## config.mk

```make
export PLATFORM = sky130hd
export DESIGN_NAME = sa_div_seq_flat
export DESIGN_NICKNAME = d
export VERILOG_FILES = /design/src/rtl/sa_div_seq_if.sv /design/src/rtl/sa_div_seq.sv /design/src/flat_wrapper.sv
export SDC_FILE = /design/constraint.sdc
export NUM_CORES = 1
export LEC_CHECK = 0
export ABC_AREA = 1
export BUFFER_PORTS_ARGS = -buffer_cell sky130_fd_sc_hd__buf_2
export CORE_UTILIZATION = 25
export DETAILED_ROUTE_END_ITERATION = 10
export PLACE_DENSITY = 0.52
export SYNTH_ARGS = -nofsm -noshare
export SYNTH_HDL_FRONTEND = slang
export SYNTH_SLANG_ARGS = --single-unit
```

## constraint.sdc

```tcl
create_clock -name clk -period 1.8 [get_ports clk]
set_input_delay 0.45 -clock clk [delete_from_list [all_inputs] [get_ports clk]]
set_output_delay 0.45 -clock clk [all_outputs]
set_load 0.005 [all_outputs]
```

## src/rtl/sa_div_seq_if.sv

```systemverilog
// sa_div_seq_if: start/busy/done handshake and operand/result bundle for sa_div_seq
// Signals: start, dividend, divisor driven by the master (requester).
//          busy, done, quotient, remainder, div_by_zero driven by the slave (divider).
interface sa_div_seq_if #(parameter int WIDTH = 8);
  logic             start;
  logic [WIDTH-1:0] dividend;
  logic [WIDTH-1:0] divisor;
  logic             busy;
  logic             done;
  logic [WIDTH-1:0] quotient;
  logic [WIDTH-1:0] remainder;
  logic             div_by_zero;
  modport master (output start, dividend, divisor, input busy, done, quotient, remainder, div_by_zero);
  modport slave (input start, dividend, divisor, output busy, done, quotient, remainder, div_by_zero);
endinterface

```

## src/rtl/sa_div_seq.sv

```systemverilog
// sa_div_seq: sequential restoring unsigned divider, one quotient bit per clock
// Ports: clk, rst_n (async active-low), bus (slave side of sa_div_seq_if):
//   start/dividend/divisor in; busy (RUN), done (1-cycle pulse),
//   quotient/remainder/div_by_zero out, held until the next completion.
module sa_div_seq #(
  parameter int WIDTH = 8
) (
  input  logic         clk,
  input  logic         rst_n,
  sa_div_seq_if.slave  bus
);
  localparam int CW = $clog2(WIDTH + 1);
  typedef enum logic [1:0] {IDLE, RUN, DONE} state_t;
  state_t           state, state_nx;
  logic [WIDTH-1:0] dq, dvs, r, r_sub, q_r, rem_r;
  logic [WIDTH:0]   r_sh;
  logic [CW-1:0]    cnt;
  logic             ge, dbz_r, last;
  always_ff @(posedge clk or negedge rst_n)
    if (!rst_n) state <= IDLE;
    else state <= state_nx;
  // A zero divisor skips RUN entirely and completes on the very next cycle.
  always_comb
    state_nx = (state == IDLE) ? (bus.start ? ((|bus.divisor) ? RUN : DONE) : IDLE) :
               (state == RUN)  ? (last ? DONE : RUN) : IDLE;
  always_comb begin
    bus.busy = (state == RUN);
    bus.done = (state == DONE);
  end
  // The partial remainder after a restoring step is always below the divisor,
  // so only the shifted trial value needs the extra top bit.
  always_comb begin
    last  = (cnt == CW'(1));
    r_sh  = {r, dq[WIDTH-1]};
    ge    = (r_sh >= {1'b0, dvs});
    r_sub = ge ? WIDTH'(r_sh - {1'b0, dvs}) : r_sh[WIDTH-1:0];
  end
  always_ff @(posedge clk or negedge rst_n)
    if (!rst_n) begin
      dq    <= '0;
      dvs   <= '0;
      r     <= '0;
      cnt   <= '0;
      q_r   <= '0;
      rem_r <= '0;
      dbz_r <= 1'b0;
    end else if (state == IDLE && bus.start) begin
      dq  <= bus.dividend;
      dvs <= bus.divisor;
      r   <= '0;
      cnt <= CW'(WIDTH);
      if (!(|bus.divisor)) begin
        q_r   <= '1;
        rem_r <= bus.dividend;
        dbz_r <= 1'b1;
      end
    end else if (state == RUN) begin
      r   <= r_sub;
      dq  <= {dq[WIDTH-2:0], ge};
      cnt <= cnt - 1'b1;
      if (last) begin
        q_r   <= {dq[WIDTH-2:0], ge};
        rem_r <= r_sub;
        dbz_r <= 1'b0;
      end
    end
  assign bus.quotient    = q_r;
  assign bus.remainder   = rem_r;
  assign bus.div_by_zero = dbz_r;
endmodule
```

## src/flat_wrapper.sv

```systemverilog
// flat-port wrapper written by rule: the top's interface ports become plain ports
module sa_div_seq_flat 
#(
  parameter int WIDTH = 8
)
  (clk, rst_n, bus_start, bus_dividend, bus_divisor, bus_busy, bus_done, bus_quotient, bus_remainder, bus_div_by_zero);
  sa_div_seq_if #(.WIDTH(WIDTH)) bus_i ();
  input  logic clk;
  input  logic rst_n;
  input wire logic [$bits(bus_i.start)-1:0] bus_start;
  input wire logic [$bits(bus_i.dividend)-1:0] bus_dividend;
  input wire logic [$bits(bus_i.divisor)-1:0] bus_divisor;
  output wire logic [$bits(bus_i.busy)-1:0] bus_busy;
  output wire logic [$bits(bus_i.done)-1:0] bus_done;
  output wire logic [$bits(bus_i.quotient)-1:0] bus_quotient;
  output wire logic [$bits(bus_i.remainder)-1:0] bus_remainder;
  output wire logic [$bits(bus_i.div_by_zero)-1:0] bus_div_by_zero;
  assign bus_i.start = bus_start;
  assign bus_i.dividend = bus_dividend;
  assign bus_i.divisor = bus_divisor;
  assign bus_busy = bus_i.busy;
  assign bus_done = bus_i.done;
  assign bus_quotient = bus_i.quotient;
  assign bus_remainder = bus_i.remainder;
  assign bus_div_by_zero = bus_i.div_by_zero;
  sa_div_seq #(.WIDTH(WIDTH)) u_core (.clk(clk), .rst_n(rst_n), .bus(bus_i));
endmodule
```

* Yosys cells after proc, flatten, opt, wreduce, memory -nomap -nowiden
Cells that the tools add are included.
** Word-level totals
- Flip-flop bits (word level) :: 47
- Input port bits :: 19
- Output and inout port bits :: 19
- Logic and storage cells :: 45
** Operators by class
- Add/subtract/negate cells :: 2
- Magnitude comparators :: 1
- Equal/unequal tests :: 4
- Mux-type cells :: 24
- Reductions and logical operators :: 6
** Operators with widths (number)
- two-way mux 8 bit :: 13
- two-way mux 2 bit :: 5
- greater-or-equal comparator 9 x 8 -> 1 bit :: 1
- two-way mux 4 bit :: 2
- OR reduction 8 bit :: 1
- subtractor 8 bit :: 1
- == test 4 x 1 -> 1 bit, second input constant :: 1
- two-way mux 1 bit :: 4
- nonzero test 2 bit :: 2
- subtractor 4 x 1 -> 4 bit, second input constant :: 1
- AND reduction 3 bit :: 1
- == test 2 x 1 -> 1 bit, second input constant :: 1
- == test 2 bit, second input constant :: 1
- zero test 2 bit :: 1
- inequality test 2 bit, second input constant :: 1
- logical AND 1 bit :: 1

* Depth between registers and ports, before layout
- Depth after elaboration :: 5
- Gate-level depth with buffers :: 13
- Mapped depth without buffers :: 13

* Worst setup path before layout
OpenSTA, ideal clock, no wires.
- Kind :: reg2reg
- Start point :: register u_core.r[3]
- End point :: register u_core.rem_r[1] (netlist: u_core.bus.remainder[1])
- Setup time :: 113 ps
- Arrival :: 1514 ps
- Data required time :: 1687 ps
- Setup slack :: 174 ps
- Stages on the path, launching flop included :: 12
- Path buffers :: 0
- Clock period less this slack :: 1626 ps
- Cell sequence :: dfrtp_1 > ha_1 > nand2_2 > inv_1 > nand2_1 > nand2_1 > nand2_1 > nand4_4 > nand3_1 > nand3_1 > nand2_1 > inv_1
** Between the ends
- Cells in the longest elaborated chain, start to end :: 5
** RTL lines
- start, declared :: RTL line sa_div_seq.sv:15 : logic [WIDTH-1:0] dq, dvs, r, r_sub, q_r, rem_r;
- start signal, assigned :: RTL line sa_div_seq.sv:58 : r <= r_sub;
- greater-or-equal comparator 9 x 8 -> 1 bit :: RTL line sa_div_seq.sv:35 : ge = (r_sh >= {1'b0, dvs});
- two-way mux 8 bit :: RTL line sa_div_seq.sv:36 : r_sub = ge ? WIDTH'(r_sh - {1'b0, dvs}) : r_sh[WIDTH-1:0];
- two-way mux 8 bit :: RTL line sa_div_seq.sv:61 : if (last) begin
- two-way mux 8 bit :: RTL line sa_div_seq.sv:57 : end else if (state == RUN) begin
- two-way mux 8 bit :: RTL line sa_div_seq.sv:47 : end else if (state == IDLE && bus.start) begin
- end signal, assigned :: RTL line sa_div_seq.sv:54 : rem_r <= bus.dividend;
- end signal, assigned :: RTL line sa_div_seq.sv:63 : rem_r <= r_sub;
- end, declared :: RTL line sa_div_seq.sv:15
Every way passes these cells. The select of a mux whose other input is x is not followed.
A chain may end at the register's enable or synchronous reset.

* Worst setup path after layout
- Start point :: register u_core.r[1]
- End point :: register u_core.rem_r[5] (netlist: u_core.bus.remainder[5])
** Between the ends
- Cells in the longest elaborated chain, start to end :: 5
- Elaborated cells on any way between the ends :: 6
- Classes of those cells :: add/sub (1); order compare (1); mux (4)
** RTL lines (RTL line)
- subtractor 8 bit or greater-or-equal comparator 9 x 8 -> 1 bit (tied branches) :: sa_div_seq.sv:36, sa_div_seq.sv:35
- two-way mux 8 bit * :: sa_div_seq.sv:36
- two-way mux 8 bit * :: sa_div_seq.sv:61
- two-way mux 8 bit * :: sa_div_seq.sv:57
- two-way mux 8 bit * :: sa_div_seq.sv:47
Mark *: on every way between the ends. The rest lies on a longest branch, timed or not. The select of a mux whose other input is x is not followed.

==> flow_metrics.env <==
export IMPL_arrival_ns=2.01
export IMPL_io_buffers=37
export IMPL_wl_per_cell_um=13.83
export IMPL_min_period_over_period=0.9749
export IMPL_cts_max_level=2
export IMPL_ys_seq_area_frac=0.4320
export IMPL_ioPinCount=38
export IMPL_vias=2454
export IMPL_fmax_ghz=0.5699
export IMPL_fin_skew_ns=0.005225
export IMPL_syn_avg_cell_area_um2=7.938
export IMPL_path_max_fanout=5
export IMPL_first_pass_iters=4
export IMPL_drtAntennaViolNets=0
export IMPL_synth_top_area_share=0.4320
export IMPL_p_leak_nw=1.839
export IMPL_vias_per_cell=4.519
export IMPL_powerDensity_mw_per_mm2=2179
export IMPL_dp_cells=522
export IMPL_drt_iter0_markers=128
export IMPL_synthCells=343
export IMPL_cts_sinks=47
export IMPL_cts_hold_buf=0
export IMPL_placed_area_mm2=0.003142
export IMPL_setup_tns_ns=0
export IMPL_dp_hpwl_mm=5.227
export IMPL_initial_core_util=0.2602
export IMPL_drive_gt1_frac=0.3464
export IMPL_total_power_mw=7.932
export IMPL_rrSetupSlack_ns=0.05
export IMPL_grt_antenna_before_repair=0
export IMPL_rr_startpoint="u_core.r[1]"
export IMPL_grt_max_degree=48
export IMPL_use_met2=0.2217
export IMPL_startpoint="u_core.r[1]"
export IMPL_globalRouteTotalUtil=0.1388
export IMPL_die_width_um=106.4
export IMPL_synthTopCellsByArea="dfrtp_1 (43%), nand2_1 (14%), inv_1 (6.9%), ha_1 (4.6%), nand3_1 (4.4%)"
export IMPL_irDropWorstVdd_mv=0.9598
export IMPL_synth_area_mm2=0.002723
export IMPL_fin_nets=436
export IMPL_area_growth_pct=33.73
export IMPL_finalHoldViolCount=0
export IMPL_setup_viol_count_final=0
export IMPL_n_antenna_cell=0
export IMPL_cts_max_path_buffers=2
export IMPL_place_gp_congestion=0.8500
export IMPL_yosys_warnings=0
export IMPL_timing_final_ws_setup_ns=0.04525
export IMPL_hold_worst_slack_ns=0.1054
export IMPL_grt_first_pass_wirelength_mm=12.14
export IMPL_synth_edf_count=0
export IMPL_outcome="completed"
export IMPL_r2r_cells=10
export IMPL_final_max_slew_viol_count=0
export IMPL_cts_tree="done"
export IMPL_critical_path_class="flop to flop"
export IMPL_tightest_slew_ns=0.3235
export IMPL_route_detailed_drc=0
export IMPL_dieArea_mm2=0.01131
export IMPL_synth_flop_cell="dfrtp_1"
export IMPL_met3_usage=0.02882
export IMPL_startpoint_type="flop"
export IMPL_core_area_mm2=0.01046
export IMPL_relSlewSlack=0.7844
export IMPL_maxCapViolCount=0
export IMPL_synth_async_reset_ratio=1.000
export IMPL_ys_ff_latch=47
export IMPL_drt_total_wl_mm=7.508
export IMPL_synth_top_area_cell="dfrtp_1"
export IMPL_instances_no_fill=543
export IMPL_rsz0062_at_grt="yes"
export IMPL_grt_pass1_vias=2317
export IMPL_pre_cts_ws_ns=-0.1280
export IMPL_grt_busiest_layer="met2"
export IMPL_fin_area_mm2=0.003641
export IMPL_cts_buffers_inserted=5
export IMPL_hold_class="input pin to asynchronous set/reset pin"
export IMPL_r2r_end="u_core.bus.remainder[5]"
export IMPL_overflow=0
export IMPL_die_h_um=106.4
export IMPL_grt_use_met1=0.1945
export IMPL_synth_fp_nets=373
export IMPL_rows=37
export IMPL_clk_latency_ns=0.31
export IMPL_finalCriticalPeriod_ns=1.755
export IMPL_crit_required_ns=2.05
export IMPL_cts_root_buffer="clkbuf_8"
export IMPL_fin_util=0.3480
export IMPL_ys_types=33
export IMPL_cp_end_kind="flop"
export IMPL_path_clk_slew_ns=0.09
## cells in the final DEF, fill, tap and decap left out, types with 2 or more instances in the layout
cell       count
inv_1         41
o211ai_1       3
nor2_2         5
or2_0          3
bufinv_16      2
clkbuf_8       5
o22ai_1        2
nand3_2        8
nand4_1       12
or2_2          4
o221ai_1       6
a21oi_1        5
o21ai_0       15
nor2_1         6
nand2_4        5
nand3_4        4
a21boi_0       4
nor2_4         4
ha_4           7
nand3_1       17
nand4_4        2
ha_1           2
nand2_1       94
nand2_2       11
buf_4         26
buf_2         37
buf_12         2
dfrtp_1       47
xnor2_1        2
inv_2         13
a21boi_1       4
## logic make-up (layout without fill, tap and decap cells)
| logic type | Yosys count | count (layout) | synth area share |
|---|---|---|---|
| AO/OA/AOI/OAI | 40 | 40 | 0.09421 |
| buffers and inverters | 65 | 128 | 0.1011 |
| adder cells (fa/ha/maj) | 11 | 11 | 0.05331 |
| AND/OR/NAND/NOR | 176 | 177 | 0.3065 |
| XOR/XNOR | 4 | 4 | 0.01287 |
| flip-flops | 47 | 47 | 0.4320 |
## worst max path at each step
stage	to	slack (ns)	cells after the start
floorplan	u_core.bus.remainder[1]	0.17	11
global placement	u_core.bus.remainder[0]	-0.14	11
detailed placement	u_core.bus.remainder[4]	-0.13	11
CTS	u_core.r[1]	-0.005	9
global route	u_core.r[4]	-0.07	11
finish	u_core.bus.remainder[5]	0.05	10
## critical path, cell delays in order (launching register included)
cell	delay, ns
dfrtp_1	0.42
ha_4	0.31
nand2_1	0.09
nor2_2	0.16
nand3_4	0.10
buf_12	0.14
nand4_4	0.11
nand3_1	0.12
nand3_1	0.13
nand2_1	0.06
inv_1	0.05
## sequential cells by signal, summed over array words and instances, names as in the netlist
| register | count |
|---|---|
| u_core.bus.div_by_zero | 1 |
| u_core.r | 8 |
| u_core.bus.quotient | 8 |
| u_core.dq | 8 |
| u_core.dvs | 8 |
| u_core.cnt | 4 |
| u_core.bus.remainder | 8 |
| u_core.state | 2 |
## report_power, final
part           switching (mW)  internal (mW)
logic                    2.92           2.18
clock network           0.384          0.556
registers               0.318           1.58
## cell usage after synthesis (all sizes together), types with 6 or more instances
library cell,number
a21boi,8
buf,9
nor2,15
nand2,110
inv,55
ha,10
nand3,29
a21oi,6
o221ai,6
dfrtp,47
o21ai,15
or2,9
nand4,13
## timing repair
item                                    CTS  global route
buffers inserted                          6             6
endpoints found under the hold margin     0             0
gates cloned                              1             0
gates resized for setup                  15            40
endpoints found under the setup margin   16            19
pin swaps                                 5            16
## per-layer routing
| layer | routed length, um | vias to the layer above |
|---|---|---|
| li1 | - | 1222 |
| met1 | 3669 | 1178 |
| met2 | 3479 | 49 |
| met3 | 302 | 5 |
| met4 | 56 | 0 |
| met5 | 0 | - |
## area by class of cell
class / count / area (um2)
Timing Repair Buffer: 65 / 420.4
Multi-Input combinational cell: 232 / 1533
Inverter: 55 / 209.0
Clock inverter: 2 / 60.06
Sequential cell: 47 / 1176
Tap cell: 136 / 170.2
Clock buffer: 6 / 72.57
Fill cell: 1139 / 6822
Note: power is estimated with default switching activity, not from simulation.
